--- config.mk ---
export PLATFORM = sky130hd
export DESIGN_NAME = user_out_blinker
export DESIGN_NICKNAME = d
export VERILOG_FILES = /design/src/rtl/user_out_blinker.sv
export SDC_FILE = /design/constraint.sdc
export NUM_CORES = 1
export LEC_CHECK = 0
export CORE_AREA = 2 2 39 41
export DETAILED_ROUTE_END_ITERATION = 6
export DIE_AREA = 0 0 41 43
export PLACE_DENSITY = 0.73
export RECOVER_POWER = 50
export SLEW_MARGIN = 20
export SYNTH_ARGS = -nofsm -noshare
export SYNTH_HDL_FRONTEND = slang
export SYNTH_SLANG_ARGS = --single-unit
--- constraint.sdc ---
create_clock -name clk -period 6.2 [get_ports clk]
set_input_delay 0.93 -clock clk [delete_from_list [all_inputs] [get_ports clk]]
set_output_delay 0.93 -clock clk [all_outputs]
set_load 0.01 [all_outputs]
--- src/rtl/user_out_blinker.sv ---
// Stretches one-cycle event pulses into visible LED blinks, queuing pulses that arrive mid-blink.
// Optional sticky lost-event flag when USER_OUT_OVERFLOW_EN is defined.
module user_out_blinker #(
  parameter int ON_CYCLES  = 4,
  parameter int OFF_CYCLES = 2,
  parameter int PEND_W     = 3
) (
  input  logic              clk,
  input  logic              reset,
  input  logic              pulse,
  output logic              led,
  output logic              busy,
  output logic [PEND_W-1:0] pending
`ifdef USER_OUT_OVERFLOW_EN
  ,
  output logic              overflow
`endif
);

  localparam int TMAX = (ON_CYCLES > OFF_CYCLES) ? ON_CYCLES : OFF_CYCLES;
  localparam int TW   = $clog2(TMAX + 1);
  localparam logic [TW-1:0]     T_ON   = TW'(ON_CYCLES);
  localparam logic [TW-1:0]     T_OFF  = TW'(OFF_CYCLES);
  localparam logic [TW-1:0]     T_ONE  = TW'(1);
  localparam logic [PEND_W-1:0] P_MAX  = {PEND_W{1'b1}};
  localparam logic [PEND_W-1:0] P_ZERO = '0;

  typedef enum logic [1:0] {
    IDLE = 2'd0,
    ON   = 2'd1,
    OFF  = 2'd2
  } state_t;

  state_t          state;
  logic [TW-1:0]   timer;
  logic            last_off;
  logic            enqueue;
  logic            dequeue;

  // The final OFF cycle is the only point where a queued or fresh event can start a new blink.
  assign last_off = (state == OFF) && (timer == T_ONE);
  assign enqueue  = pulse && (state != IDLE) && !last_off;
  assign dequeue  = last_off && !pulse && (pending != P_ZERO);

  // NOTE: led and busy are assigned alongside the state transition so they come straight
  // from flops; decoding them from state combinationally would work but could glitch.
  always_ff @(posedge clk) begin
    if (reset) begin
      state <= IDLE;
      timer <= '0;
      led   <= 1'b0;
      busy  <= 1'b0;
    end else begin
      unique case (state)
        IDLE: begin
          if (pulse) begin
            state <= ON;
            timer <= T_ON;
            led   <= 1'b1;
            busy  <= 1'b1;
          end
        end
        ON: begin
          if (timer == T_ONE) begin
            state <= OFF;
            timer <= T_OFF;
            led   <= 1'b0;
          end else begin
            timer <= timer - T_ONE;
          end
        end
        OFF: begin
          if (timer != T_ONE) begin
            timer <= timer - T_ONE;
          end else if (pulse || (pending != P_ZERO)) begin
            state <= ON;
            timer <= T_ON;
            led   <= 1'b1;
          end else begin
            state <= IDLE;
            timer <= '0;
            busy  <= 1'b0;
          end
        end
        default: begin
          state <= IDLE;
          timer <= '0;
          led   <= 1'b0;
          busy  <= 1'b0;
        end
      endcase
    end
  end

  // enqueue and dequeue are mutually exclusive, so no simultaneous push/pop case exists.
  always_ff @(posedge clk) begin
    if (reset) begin
      pending <= '0;
    end else if (enqueue && (pending != P_MAX)) begin
      pending <= pending + 1'b1;
    end else if (dequeue) begin
      pending <= pending - 1'b1;
    end
  end

`ifdef USER_OUT_OVERFLOW_EN
  always_ff @(posedge clk) begin
    if (reset) begin
      overflow <= 1'b0;
    end else if (enqueue && (pending == P_MAX)) begin
      overflow <= 1'b1;
    end
  end
`endif

endmodule

==> flow_summary.yaml <==
timing:
  period_share_pct: 43.9
  slew_violations: 0
  fin_skew_ns: 0.000573
  slew_headroom_pct: 66.0
  worst_pin_slew_ns: 0.509
  finalSetupTns_ns: 0
  fmax_mhz: 367
  hold_violations: 0
  whs_ns: 0.499
  min_period_ns: 2.72
  setup_viol: 0
  rsz0062_at_grt: "no"
drt:
  viasPerCell: 5.60
  drtAntennaViolNets: 0
  dr.pass1.iters: 3
  wl_per_cell_um: 12.4
  drtIter0Drc: 6
  finalWirelength_um: 1210
  drc: 0
  vias: 549
placement:
  io_buffers: 7
  place_hpwl_um: 880
  globalplace.congestion: 0.776
die:
  num_rows: 14
  io_pins: 8
  die_w_um: 41
  fp.dieArea_um2: 1760
  start_util_pct: 48.4
  die_h_um: 43
  coreArea_um2: 1380
synth:
  syn_inst: 76
  postSynthAreaPerCell_um2: 8.81
  netlist_area_um2: 669
  ys.warnings.count: 0
  ys_ff_latch: 10
  ys_types: 39
  ys_seq_area_share_pct: 29.9
  synth_fp_nets: 82
  synthArstFlopShare_pct: 0
  synth-edff-count: 0
  synthFlopType: "dfxtp_1"
global_routing:
  track_usage_pct: 18.4
  grt_max_degree: 16
  grt-ovfl-total: 0
  grt_pass1_vias: 523
  antenna_found_initial: 0
  grt_pass1_wl_um: 2240
power:
  peakVddDrop_v: 0.000148
  power_uw: 182
  powerDensity_nw_per_um2: 239
  p_leak_nw: 0.301
setup_path:
  cp.required_ns: 6.36
  crit_fanout: 9
  cp-start-kind: "input port"
  worstSetupEndpointType: "flip-flop"
  cp.arrival_ns: 2.88
  critical_path_class: "input port to flip-flop"
clock_tree:
  cts_resized: 0
  clk_latency_ns: 0.27
  clock_sinks: 10
  clkTransAtPathRegs_ns: 0.07
  cts.htree.levels: 1
  post_cts_buffers: 0
  clockBufferDepth: 2
  cts-buffers-inserted: 3
  cts_tree: "done"
  holdBufCountCts: 0
  cts_root_buf: "clkbuf_4"
finish:
  n_fill_cell: 127
  syn_to_final_growth_pct: 14.0
  layout_common_cells: "dfxtp_1 (10), nor2_1 (8), a21oi_1 (7)"
  layout.nets: 89
  layout_commonest_cell: "dfxtp_1"
  diodes: 0
  drive_above_1_share_pct: 12.2
run_status:
  status: "finished, final reports clean"
job:
  drv_cap: 0
hold_path:
  hold_path.class: "flip-flop to flip-flop"
## area by class of cell
class / instances / area, um^2 / share of cell area (%)
timing repair buffer: 7 / 70.1 / 9.18
clock buffer: 4 / 36.3 / 4.75
tap: 16 / 20.0 / 2.62
sequential: 10 / 200 / 26.2
multi-input combinational: 55 / 414 / 54.3
inverter: 6 / 22.5 / 2.95
## kinds of logic after synthesis
logic type	synth area share (%)
mux	6.92
compound gates	23.2
flops	29.9
buf+inv	8.22
fa+ha+maj	8.22
xor+xnor	1.31
simple gates	22.2
## routing by layer
metal  GRT usage, %  share of wire [%]
met3           1.57                2.5
met5              0                  0
met1           24.8                 46
met4           10.0                2.9
met2           27.5                 48
## critical path, stage by stage
cell	delay (ns)
dlygate4sd3_1	0.76
nand3_1	0.15
fa_1	0.41
and3_1	0.19
a22oi_2	0.14
mux2_4	0.31
## per-stage QoR
| stage | utilization (%) | cells | worst slack [ns] | cell area [um^2] |
|---|---|---|---|---|
| floorplan | - | 76 | 3.89 | 669 |
| global placement | 52.5 | 94 | 3.33 | 727 |
| detailed placement | 52.5 | 94 | 3.25 | 727 |
| CTS | 55.2 | 98 | 3.53 | 763 |
| global route | 55.2 | 98 | 3.37 | 763 |
| finish | 55.2 | 98 | 3.48 | 763 |
## where the power goes
part / leakage (nW) / internal (mW) / switching, mW / total [mW]
Clock: 0.0210 / 0.0357 / 0.0232 / 0.0590
Combinational: 0.197 / 0.0223 / 0.0207 / 0.0430
Sequential: 0.0826 / 0.0707 / 0.00948 / 0.0801
Total: 0.301 / 0.129 / 0.0535 / 0.182
## state kept, by name, summed over array words and instances (netlist names)
signal / count
timer: 3
led: 1
state: 2
busy: 1
pending: 3
## synthesized netlist by cell type (all sizes together) (2+ instances only)
cell,n,area share [%]
ha,2,3.7
mux2,2,3.9
a31oi,2,2.8
nor2b,3,2.8
buf,4,4.3
o21ai,2,1.5
dfxtp,10,30
nor3,2,1.5
a21oi,7,5.2
nand2b,3,2.8
nor2,8,4.5
inv,6,3.4
nand3,2,1.5
a2111oi,2,2.8
mux2i,2,3.0
and3,2,1.9
## final timing paths
kind                  from    endpoint  slack, ns  cells after the start
setup / recovery     pulse  pending[2]       3.48                      6
hold / removal    timer[2]    timer[2]       0.50                      1
setup reg to reg  timer[1]  pending[2]       3.79                      9
hold reg to reg   timer[2]    timer[2]       0.50                      1
No activity file was read; power rests on OpenSTA's default activity.
